==> src/rtl/cla_seq_pkg.sv <==
// Shared types and constants for the multi-word CLA add/subtract sequencer.
package cla_seq_pkg;
    localparam int SLICE_W = 16;

    typedef enum logic [1:0] {
        IDLE = 2'd0,
        RUN  = 2'd1,
        DONE = 2'd2
    } state_t;
endpackage

==> src/rtl/sixteen_bit_carry_look_ahead_adder.sv <==
// 16-bit two-level carry look-ahead adder: four 4-bit groups plus a group-level carry unit.
module sixteen_bit_carry_look_ahead_adder #(
    parameter int NUM_GRP = 4
) (
    input  logic [15:0] a,
    input  logic [15:0] b,
    input  logic        cin,
    output logic [15:0] sum,
    output logic        cout
);
    logic [15:0]        g, p;
    logic [NUM_GRP-1:0] gg, gp;
    logic [NUM_GRP:0]   gc;

    assign g = a & b;
    assign p = a ^ b;

    // Group carries are formed only from group G/P and cin, never from each other.
    assign gc[0] = cin;
    assign gc[1] = gg[0] | (gp[0] & cin);
    assign gc[2] = gg[1] | (gp[1] & gg[0]) | (gp[1] & gp[0] & cin);
    assign gc[3] = gg[2] | (gp[2] & gg[1]) | (gp[2] & gp[1] & gg[0])
                 | (gp[2] & gp[1] & gp[0] & cin);
    assign gc[4] = gg[3] | (gp[3] & gg[2]) | (gp[3] & gp[2] & gg[1])
                 | (gp[3] & gp[2] & gp[1] & gg[0]) | (gp[3] & gp[2] & gp[1] & gp[0] & cin);
    assign cout  = gc[4];

    for (genvar gi = 0; gi < NUM_GRP; gi++) begin : g_grp
        logic [3:0] gl, pl, c;
        logic       cg;
        assign gl = g[gi*4 +: 4];
        assign pl = p[gi*4 +: 4];
        assign cg = gc[gi];

        assign gg[gi] = gl[3] | (pl[3] & gl[2]) | (pl[3] & pl[2] & gl[1])
                      | (pl[3] & pl[2] & pl[1] & gl[0]);
        assign gp[gi] = &pl;

        assign c[0] = cg;
        assign c[1] = gl[0] | (pl[0] & cg);
        assign c[2] = gl[1] | (pl[1] & gl[0]) | (pl[1] & pl[0] & cg);
        assign c[3] = gl[2] | (pl[2] & gl[1]) | (pl[2] & pl[1] & gl[0])
                    | (pl[2] & pl[1] & pl[0] & cg);

        assign sum[gi*4 +: 4] = pl ^ c;
    end
endmodule

==> src/rtl/cla_multiword_add_sequencer.sv <==
// WIDTH-bit add/subtract engine that streams 16-bit slices LSB-first through one shared CLA.
module cla_multiword_add_sequencer
    import cla_seq_pkg::*;
#(
    parameter int WIDTH = 64
) (
    input  logic             clk,
    input  logic             rst,
    input  logic             in_valid,
    output logic             in_ready,
    input  logic [WIDTH-1:0] a,
    input  logic [WIDTH-1:0] b,
    input  logic             sub,
    input  logic             cin,
    output logic             out_valid,
    input  logic             out_ready,
    output logic [WIDTH-1:0] sum,
    output logic             cout,
    output logic             ovf
);
    localparam int NSLICE = WIDTH / SLICE_W;
    localparam int IDXW   = (NSLICE > 1) ? $clog2(NSLICE) : 1;
    localparam logic [IDXW-1:0] LAST = IDXW'(NSLICE - 1);

    if ((WIDTH % SLICE_W) != 0 || WIDTH < SLICE_W) begin : g_bad_width
        $error("cla_multiword_add_sequencer: WIDTH must be a multiple of 16 and >= 16");
    end

    state_t            state, state_nxt;
    logic [IDXW-1:0]   idx;
    logic [WIDTH-1:0]  a_q, b_q;
    logic              carry;
    logic [SLICE_W-1:0] a_sl, b_sl, s_sl;
    logic              c_sl, acc, last;

    assign in_ready  = (state == IDLE) && !rst;
    assign out_valid = (state == DONE) && !rst;
    assign acc       = in_valid && in_ready;
    assign last      = (idx == LAST);

    assign a_sl = a_q[int'(idx)*SLICE_W +: SLICE_W];
    assign b_sl = b_q[int'(idx)*SLICE_W +: SLICE_W];

    sixteen_bit_carry_look_ahead_adder u_cla (
        .a    (a_sl),
        .b    (b_sl),
        .cin  (carry),
        .sum  (s_sl),
        .cout (c_sl)
    );

    always_comb begin
        state_nxt = state;
        case (state)
            IDLE:    if (acc)       state_nxt = RUN;
            RUN:     if (last)      state_nxt = DONE;
            DONE:    if (out_ready) state_nxt = IDLE;
            default:                state_nxt = IDLE;
        endcase
    end

    always_ff @(posedge clk) begin
        if (rst) state <= IDLE;
        else     state <= state_nxt;
    end

    // b_q holds the already-inverted operand for subtract, so RUN only ever adds.
    always_ff @(posedge clk) begin
        if (rst) begin
            idx   <= '0;
            a_q   <= '0;
            b_q   <= '0;
            carry <= 1'b0;
            sum   <= '0;
            cout  <= 1'b0;
            ovf   <= 1'b0;
        end else if (acc) begin
            a_q   <= a;
            b_q   <= sub ? ~b : b;
            carry <= sub ? 1'b1 : cin;
            idx   <= '0;
        end else if (state == RUN) begin
            sum[int'(idx)*SLICE_W +: SLICE_W] <= s_sl;
            carry <= c_sl;
            if (last) begin
                cout <= c_sl;
                ovf  <= (a_q[WIDTH-1] == b_q[WIDTH-1]) && (s_sl[SLICE_W-1] != a_q[WIDTH-1]);
            end else begin
                idx <= idx + 1'b1;
            end
        end
    end
endmodule

==> config.mk <==
export PLATFORM = sky130hd
export DESIGN_NAME = cla_multiword_add_sequencer
export DESIGN_NICKNAME = d
export VERILOG_FILES = /design/src/rtl/cla_seq_pkg.sv /design/src/rtl/sixteen_bit_carry_look_ahead_adder.sv /design/src/rtl/cla_multiword_add_sequencer.sv
export SDC_FILE = /design/constraint.sdc
export NUM_CORES = 1
export LEC_CHECK = 0
export ABC_AREA = 1
export BUFFER_PORTS_ARGS = -buffer_cell sky130_fd_sc_hd__buf_2
export CAP_MARGIN = 20
export CORE_UTILIZATION = 51
export CTS_CLUSTER_SIZE = 12
export DETAILED_ROUTE_END_ITERATION = 8
export PLACE_DENSITY = 0.83
export SKIP_LAST_GASP = 1
export SLEW_MARGIN = 20
export SYNTH_ARGS = -nofsm -noshare
export SYNTH_HDL_FRONTEND = slang
export SYNTH_HIERARCHICAL = 1
export SYNTH_SLANG_ARGS = --single-unit
==> constraint.sdc <==
create_clock -name clk -period 3 [get_ports clk]
set_input_delay 0.15 -clock clk [delete_from_list [all_inputs] [get_ports clk]]
set_output_delay 0.15 -clock clk [all_outputs]
set_load 0.01 [all_outputs]
# Yosys cells after proc, flatten, opt, wreduce, memory -nomap -nowiden
# Cells that the tools add are included.
# classes
n_addsub	2
mul	0
div_mod_pow	0
magnitude_cmp	0
eq_ne	8
shifts	4
mux	9
bitwise_logic	127
n_reduce_logical	16
# op_table
operator	n
64-bit by 7-bit indexed part select with 16-bit output	2
1-bit bitwise AND	72
64-bit bitwise mux	1
64-bit two-way mux	1
64-bit inverter	1
16-bit by 33-bit variable shift with 64-bit output (first input constant)	1
16-bit by 33-bit indexed part select with 64-bit output	1
1-bit OR	46
6-bit negator with 33-bit output	1
16-bit bitwise AND	1
4-bit AND reduction	4
16-bit XOR	1
4-bit XOR	4
2-bit two-way mux	3
2-bit != test (second input constant)	3
2-bit case mux with 3 select lines	1
3-bit AND reduction	2
2-bit == test (second input constant)	2
1-bit logical AND	4
2-bit AND reduction	2
1-bit two-way mux	3
2-bit by 1-bit adder with 2-bit output (second input constant)	1
2-bit by 1-bit == test with 1-bit output (second input constant)	1
2-bit zero test	1
other kinds (6)	7
# totals
regBits	199
latchBits	0
ram_bits	0
romBits	0
input_bits	134
output_inout_bits	68
n_memories	0

# Longest topological paths before layout
# Gate-level depths: netlist of the first run.
# depth
word_depth	15
mapped_depth	20

# Modules after synthesis
# The synthesis of the first run kept the hierarchy.
# modules_own_cells
module	n_inst	cells_per_inst	area_each_um2	seq_area_each_um2
cla_multiword_add_sequencer	1	1463	9645.5	3983.8
sixteen_bit_carry_look_ahead_adder	1	125	804.5	0.0

# Least setup slack after synthesis of the first run
# No wires, ideal clock.
# synth_path
path_kind	register to register
from	reg idx[0]
to	reg sum[29]
setup_ns	0.070
t_arrival_ns	2.982
setup_slack_ns	-0.053
stages_incl_launch_ff	18
cell_sequence	dfxtp_1 > inv_1 > clkbuf_1 > clkbuf_1 > nor2_1 > o22ai_1 > ha_1 > or2_1 > nand3b_2 > nand2_4 > nand2_2 > nand2_2 > fa_1 > xor2_1 > inv_1 > nor3_1 > nand2_1 > a21oi_1
# synth_between
elab_cells_between_ends	114
# synth_lines
element	line_no	source
start, declared	cla_multiword_add_sequencer.sv:30	logic [IDXW-1:0] idx;
start signal, assigned	cla_multiword_add_sequencer.sv:89	idx <= idx + 1'b1;
64-bit by 7-bit indexed part select with 16-bit output (*)	cla_multiword_add_sequencer.sv:41	assign a_sl = a_q[int'(idx)*SLICE_W +: SLICE_W];
named net a_sl[1]	cla_multiword_add_sequencer.sv:33	logic [SLICE_W-1:0] a_sl, b_sl, s_sl;
16-bit bitwise AND or 16-bit XOR (tied branches)	sixteen_bit_carry_look_ahead_adder.sv:15, sixteen_bit_carry_look_ahead_adder.sv:16	
1-bit bitwise AND, on equally long branches	sixteen_bit_carry_look_ahead_adder.sv:35, sixteen_bit_carry_look_ahead_adder.sv:36	
1-bit OR or 1-bit bitwise AND (tied branches)	sixteen_bit_carry_look_ahead_adder.sv:35, sixteen_bit_carry_look_ahead_adder.sv:36	
1-bit OR	sixteen_bit_carry_look_ahead_adder.sv:36	| (pl[3] & pl[2] & pl[1] & gl[0]);
1-bit bitwise AND	sixteen_bit_carry_look_ahead_adder.sv:22	assign gc[3] = gg[2] | (gp[2] & gg[1]) | (gp[2] & gp[1] & gg[0])
1-bit OR	sixteen_bit_carry_look_ahead_adder.sv:22	
1-bit OR (*)	sixteen_bit_carry_look_ahead_adder.sv:23	| (gp[2] & gp[1] & gp[0] & cin);
1-bit bitwise AND (*)	sixteen_bit_carry_look_ahead_adder.sv:40	assign c[1] = gl[0] | (pl[0] & cg);
1-bit OR (*)	sixteen_bit_carry_look_ahead_adder.sv:40	
4-bit XOR (*)	sixteen_bit_carry_look_ahead_adder.sv:45	assign sum[gi*4 +: 4] = pl ^ c;
named net s_sl[13]	cla_multiword_add_sequencer.sv:33	
16-bit by 33-bit indexed part select with 64-bit output (*)	cla_multiword_add_sequencer.sv:83	sum[int'(idx)*SLICE_W +: SLICE_W] <= s_sl;
64-bit bitwise mux (*)	cla_multiword_add_sequencer.sv:83	
end signal, assigned by index	cla_multiword_add_sequencer.sv:83	
end, declared	cla_multiword_add_sequencer.sv:17	output logic [WIDTH-1:0] sum,
# The timed path passes the listed nets; every way through them passes the cells marked *.
# A chain may end at the register's enable or synchronous reset.

# Worst setup path after layout of the first run
# layout_path
from	reg idx[0]
to	reg sum[29]
# layout_between
elab_cells_between_ends	114
# layout_lines
element	line_no	source
64-bit by 7-bit indexed part select with 16-bit output (*)	cla_multiword_add_sequencer.sv:42	assign b_sl = b_q[int'(idx)*SLICE_W +: SLICE_W];
named net b_sl[1]	cla_multiword_add_sequencer.sv:33	
16-bit bitwise AND or 16-bit XOR (tied branches)	sixteen_bit_carry_look_ahead_adder.sv:15, sixteen_bit_carry_look_ahead_adder.sv:16	
1-bit bitwise AND, on equally long branches	sixteen_bit_carry_look_ahead_adder.sv:35, sixteen_bit_carry_look_ahead_adder.sv:36	
1-bit OR or 1-bit bitwise AND (tied branches)	sixteen_bit_carry_look_ahead_adder.sv:35, sixteen_bit_carry_look_ahead_adder.sv:36	
1-bit OR	sixteen_bit_carry_look_ahead_adder.sv:36	
1-bit bitwise AND	sixteen_bit_carry_look_ahead_adder.sv:22	
1-bit OR	sixteen_bit_carry_look_ahead_adder.sv:22	
1-bit OR (*)	sixteen_bit_carry_look_ahead_adder.sv:23	
1-bit bitwise AND (*)	sixteen_bit_carry_look_ahead_adder.sv:40	
1-bit OR (*)	sixteen_bit_carry_look_ahead_adder.sv:40	
4-bit XOR (*)	sixteen_bit_carry_look_ahead_adder.sv:45	
named net s_sl[13]	cla_multiword_add_sequencer.sv:33	
16-bit by 33-bit indexed part select with 64-bit output (*)	cla_multiword_add_sequencer.sv:83	
64-bit bitwise mux (*)	cla_multiword_add_sequencer.sv:83	
# Marks and branches as above.

==> results of run 1 <==
## sequential cells by signal (all words and copies together) (netlist names)
signal / count
cout: 1
state: 2
a_q: 64
carry: 1
b_q: 64
idx: 2
ovf: 1
sum: 64
## cell type report
cell class	instances	area (um^2)
flip-flops and latches	199	3989
multi-input cells	1051	5411
clock inverters	15	137.6
fillers	1675	7024
well taps	265	331.6
inverters	240	908.4
clock buffers	17	425.4
repair buffers	247	1554
## Yosys cell counts (all sizes together), types with 3 or more instances
cell    instances  share of area (%)
nand3         140                6.9
nor3           17               0.92
a31oi           3               0.18
nand2         446                 16
xor2           69                5.8
nor2          160                5.9
buf            52                2.3
clkbuf         46                1.7
a21oi          75                3.6
fa              4               0.77
o21ai          67                3.2
inv           240                8.6
o22ai          32                1.9
dfxtp         199                 38
ha             22                2.6
## per-stage QoR
stage          utilization, %  cell area, um^2  hold WS (ps)  setup WS, ps  setup TNS (ps)
2_1_floorplan               -            10450         295.6         5.082               0
3_3_place_gp            58.79            11630         429.4         125.0               0
3_5_place_dp            58.79            11630         427.0         12.73               0
4_1_cts                 62.28            12320        0.4808         19.28               0
5_1_grt                 64.49            12760         2.765        -80.67          -317.0
6_report                64.49            12760         1.196         64.71               0
## per-layer routing
metal  part of all wire, %  vias up  track usage, %
met3                   7.9       40           4.780
met2                    46      494           42.09
met4                   1.7        0           7.263
li1                      -     5212               -
met1                    45     4665           36.53
met5                     0        -               0
## worst max path at each step
stage,end,slack (ps),cells after the start
after global placement,sum[61],130,16
after detailed placement,sum[29],10,16
after floorplan,sum[29],5,17
final,sum[29],60,16
after global routing,sum[29],-80,16
after CTS,sum[25],20,16
## critical path: stages, from the launching register on
cell	delay, ps
dfxtp_4	440
inv_8	70
buf_12	150
o21ai_0	180
o22ai_1	110
ha_1	320
or2_4	250
nand3b_4	90
nand2_4	70
nand2_2	70
nand2_2	80
fa_2	360
xor2_2	160
inv_2	60
nor3_2	190
nand2_1	100
a21oi_2	170
## power by group through the flow
stage | Sequential (mW) | Clock, mW | Combinational, mW
after global routing | 2.93 | 2.34 | 1.52
after CTS | 2.91 | 2.22 | 1.23
final | 2.92 | 2.22 | 1.37
after detailed placement | 2.96 | 0 | 1.20
after floorplan | 2.92 | 0 | 0.854
after global placement | 2.97 | 0 | 1.17
## repair_timing
| item | CTS | global route |
|---|---|---|
| setup endpoints to repair | 1 | 20 |
| gates resized for setup | 2 | 79 |
| hold buffers | 11 | 0 |
| endpoints found under the hold margin | 11 | 0 |
| cloned | 0 | 6 |
| pin swaps | 2 | 15 |
| buffers inserted | 1 | 5 |
## cells by family after synthesis
| family | share of synthesized area [%] |
|---|---|
| AO/OA/AOI/OAI | 9.387 |
| adder cells (fa/ha/maj) | 3.400 |
| buffers and inverters | 12.61 |
| XOR/XNOR | 5.951 |
| flip-flops | 38.12 |
| AND/OR/NAND/NOR | 30.53 |
==> flow_metrics.env, run 1 <==
export IMPL_p_switching_mw=2.077
export IMPL_synth_edf_count=0
export IMPL_cts_max_path_buffers=2
export IMPL_post_layout_nonfiller_instances=2034
export IMPL_finalHoldViolations=0
export IMPL_first_global_vias=9155
export IMPL_route_vias_total=10410
export IMPL_hold_end="b_q[23]"
export IMPL_reg2reg_slack_ps=60
export IMPL_clk_latency_ps=440
export IMPL_portBuffers=201
export IMPL_synth_seq_cells=199
export IMPL_cp_startpoint="idx[0]"
export IMPL_cts_buffers=17
export IMPL_synth_cells=1588
export IMPL_final_common_cell="nand2_1"
export IMPL_internal_power_mw=4.428
export IMPL_run_status="finished clean"
export IMPL_crit_arrival_ps=3300
export IMPL_mostFrequentLayoutCells="435 x nand2_1, 234 x inv_1, 200 x buf_2, 197 x dfxtp_1, 152 x nor2_1"
export IMPL_antenna_found_initial=0
export IMPL_first_iter_violations=1094
export IMPL_synth_area_um2=10450
export IMPL_cts_sinks=199
export IMPL_setup_viol=0
export IMPL_timing_rr_end="sum[29]"
export IMPL_ios=202
export IMPL_area_growth_pct=22.08
export IMPL_p_clk_share_pct=34.1
export IMPL_synth_top_flop_cell="dfxtp_1"
export IMPL_die_x_um=145.1
export IMPL_cts_tree="done"
export IMPL_cp_max_fo=16
export IMPL_synth_seq_area_share_pct=38.12
export IMPL_core_area_um2=19780
export IMPL_grt_overflow=0
export IMPL_max_freq_mhz=340.7
export IMPL_post_drt_wl_per_cell_um=14.38
export IMPL_grt_pass1_wl_um=45160
export IMPL_yosysWarnings=6
export IMPL_cp_required_ps=3370
export IMPL_firstDrtPassIters=6
export IMPL_grt_use_total_pct=26.42
export IMPL_switching_share_pct=31.92
export IMPL_viasPerCell=5.118
export IMPL_min_path_type="in -> reg"
export IMPL_end_kind="register"
export IMPL_holdCritStartpoint="b[23]"
export IMPL_synthArstFlopShare_pct=0
export IMPL_detail_route_antenna_nets=0
export IMPL_p_seq_share_pct=44.8
export IMPL_cap_violations=0
export IMPL_vdd_ir_drop_max_uv=404.6
export IMPL_htreeDepth=4
export IMPL_cp_start_kind="register"
export IMPL_tightest_slew_ps=934.8
export IMPL_powerDensity_nw_per_um2=509.9
export IMPL_min_path_cells=4
export IMPL_maxSlewViolCount=0
export IMPL_drt_wl_total_um=29250
export IMPL_die_y_um=145.1
export IMPL_timing_rr_start="idx[0]"
export IMPL_cts_root_buf="clkbuf_16"
export IMPL_syn_nets=1748
export IMPL_final_nets=1916
export IMPL_start_util_pct=52.83
export IMPL_reg2reg_depth=16
export IMPL_p_leak_nw=6.576
export IMPL_syn_area_per_cell_um2=6.581
export IMPL_drc=0
export IMPL_dieArea_um2=21070
export IMPL_drive_gt1_share_pct=19.22
export IMPL_ys_types=37
export IMPL_p_comb_share_pct=21.1
export IMPL_gp_congestion=0.8977
export IMPL_num_rows=51
export IMPL_power_mw=6.505
export IMPL_antennaDiodeCount=0
export IMPL_grt_max_degree=131
export IMPL_finalCriticalPeriod_ps=2935
export IMPL_crit_type="reg -> reg"
export IMPL_placed_cells=1979
export IMPL_dpl_hpwl_um=20080
export IMPL_clk_pin_slew_ps=80
export IMPL_max_slew_margin_pct=37.68
export IMPL_fin_crit_sh_pct=97.84
export IMPL_skew_ps=11.02
Power figures use the tool's default switching activity.
==> run 2: changes to the inputs <==
CORE_UTILIZATION = 40   (was 51)
PLACE_DENSITY = 0.69   (was 0.83)
==> run 2 against run 1 <==
Compared with the run above:
- the flow now finishes with violations (hold timing)
- global-route usage decreased by 4.4 points
- worst setup slack gained 21 ps
- highest routed layer unchanged
- register-to-register slack better by 20 ps
- non-clock buffer count grew 14
==> flow_metrics.env, run 2 (synthesis gave the netlist of run 1 again) <==
export IMPL_cts_tree="done"
export IMPL_min_path_type="in -> reg"
export IMPL_seq_area_um2=3989
export IMPL_core_area_um2=25400
export IMPL_tightest_slew_ps=943.2
export IMPL_drive_gt1_share_pct=18.06
export IMPL_area_growth_pct=22.71
export IMPL_first_iter_violations=814
export IMPL_crit_type="reg -> reg"
export IMPL_fillCellCount=2577
export IMPL_run_status="complete, but fails checks"
export IMPL_cts_root_buf="clkbuf_16"
export IMPL_route_vias_total=10130
export IMPL_grt_use_total_pct=22.04
export IMPL_cts_max_path_buffers=2
export IMPL_mostFrequentLayoutCells="437 x nand2_1, 235 x inv_1, 199 x buf_2, 197 x dfxtp_1, 153 x nor2_1"
export IMPL_crit_arrival_ps=3290
export IMPL_gp_congestion=0.8398
export IMPL_viasPerCell=4.794
export IMPL_dpl_hpwl_um=21770
export IMPL_max_slew_margin_pct=37.12
export IMPL_skew_ps=8.807
export IMPL_powerDensity_nw_per_um2=509.8
export IMPL_violations="hold timing"
export IMPL_drc=0
export IMPL_antennaDiodeCount=0
export IMPL_detail_route_antenna_nets=0
export IMPL_max_freq_mhz=343.2
export IMPL_dieArea_um2=26770
export IMPL_cp_required_ps=3380
export IMPL_die_y_um=163.6
export IMPL_grt_max_degree=131
export IMPL_grt_pass1_wl_um=45930
export IMPL_maxSlewViolCount=0
export IMPL_setup_viol=0
export IMPL_multi_input_area_um2=5264
export IMPL_post_drt_wl_per_cell_um=14.08
export IMPL_clk_latency_ps=450
export IMPL_cp_max_fo=18
export IMPL_finalCriticalPeriod_ps=2914
export IMPL_grt_overflow=0
export IMPL_grt_setup_unrepaired="yes"
export IMPL_whs_ps=-6.955
export IMPL_vdd_ir_drop_max_uv=398.5
export IMPL_die_x_um=163.6
export IMPL_final_nets=1930
export IMPL_cp_start_kind="register"
export IMPL_end_kind="register"
export IMPL_firstDrtPassIters=5
export IMPL_finalHoldViolations=2
export IMPL_cts_buffers=17
export IMPL_final_common_cell="nand2_1"
export IMPL_portBuffers=201
export IMPL_cts_sinks=199
export IMPL_start_util_pct=41.14
export IMPL_p_leak_nw=6.607
export IMPL_cap_violations=0
export IMPL_reg2reg_slack_ps=90
export IMPL_reg_top3="a_q x64, b_q x64, sum x64"
export IMPL_htreeDepth=4
export IMPL_first_global_vias=9008
export IMPL_clk_pin_slew_ps=80
export IMPL_fin_crit_sh_pct=97.13
export IMPL_final_util_pct=50.49
export IMPL_ios=202
export IMPL_drt_wl_total_um=29750
export IMPL_antenna_found_initial=0
export IMPL_num_rows=58
run 2: cell types whose count changed in the layout (fill, tap and decap cells not counted), sizes merged:
cell and delta:
buf +5, clkbuf +1, clkinv -5, clkinvlp +2
dlygate4sd3 +9, inv +2
run 2: power by group:
group	switching [mW]	internal (mW)	leakage [nW]
clock network	1.16	1.11	0.273
registers	0.121	2.79	1.63
logic	0.815	0.538	4.71
total	2.09	4.44	6.61
run 2: area by class of cell:
cell class / count / area share (%)
inverters: 240 / 7.084
repair buffers: 261 / 13.04
flip-flops and latches: 199 / 31.11
clock buffers: 18 / 3.347
well taps: 330 / 3.220
clock inverters: 14 / 1.161
multi-input cells: 1051 / 41.05
run 2: final timing paths:
| check | start | end | depth (start not counted) |
|---|---|---|---|
| worst min register to register | b_q[43] | b_q[43] | 2 |
| worst min-delay path | b[7] | b_q[7] | 4 |
| worst max-delay path | idx[0] | sum[61] | 17 |
| worst max register to register | idx[0] | sum[61] | 17 |
run 2: repair_timing:
action | CTS | global route
hold endpoints to repair | 20 | 0
gates cloned | 0 | 4
resized for setup | 1 | 39
endpoints found under the setup margin | 2 | 19
buffers inserted | 0 | 10
hold buffers | 20 | 0
pin swaps | 0 | 16
run 2: metrics by stage:
step | area, um^2 | setup WS [ps] | cells | setup TNS [ps] | total power [mW]
3_5_place_dp | 11750 | 18.37 | 2047 | 0 | 4.191
2_1_floorplan | 10450 | 5.082 | 1588 | 0 | 3.772
5_1_grt | 12820 | -74.80 | 2113 | -268.2 | 6.857
4_1_cts | 12530 | 17.20 | 2099 | 0 | 6.448
3_3_place_gp | 11750 | 112.1 | 2047 | 0 | 4.168
6_report | 12820 | 86.18 | 2113 | 0 | 6.538
run 2: worst max-delay path, cell delays in order, from the launching register on:
cell       delay (ps)
dfxtp_4           420
buf_4             140
clkbuf_16         160
nor2_1             50
o22ai_1           160
ha_2              330
buf_4             150
nand2_2            80
nor2_2             40
and2_1            130
nand2_2            70
nand2_2            80
fa_2              340
xor2_1            180
inv_1              90
nor3_2            180
nand2_1            70
a21oi_1           150
run 2: routing by layer:
| metal | wire length [um] | part of all wire [%] | vias up | track usage [%] |
|---|---|---|---|---|
| met1 | 14230 | 48 | 4488 | 31.15 |
| met3 | 2006 | 6.7 | 37 | 3.936 |
| li1 | - | - | 5257 | - |
| met2 | 12900 | 43 | 348 | 34.01 |
| met5 | 0 | 0 | - | 0 |
| met4 | 608 | 2.0 | 0 | 6.313 |
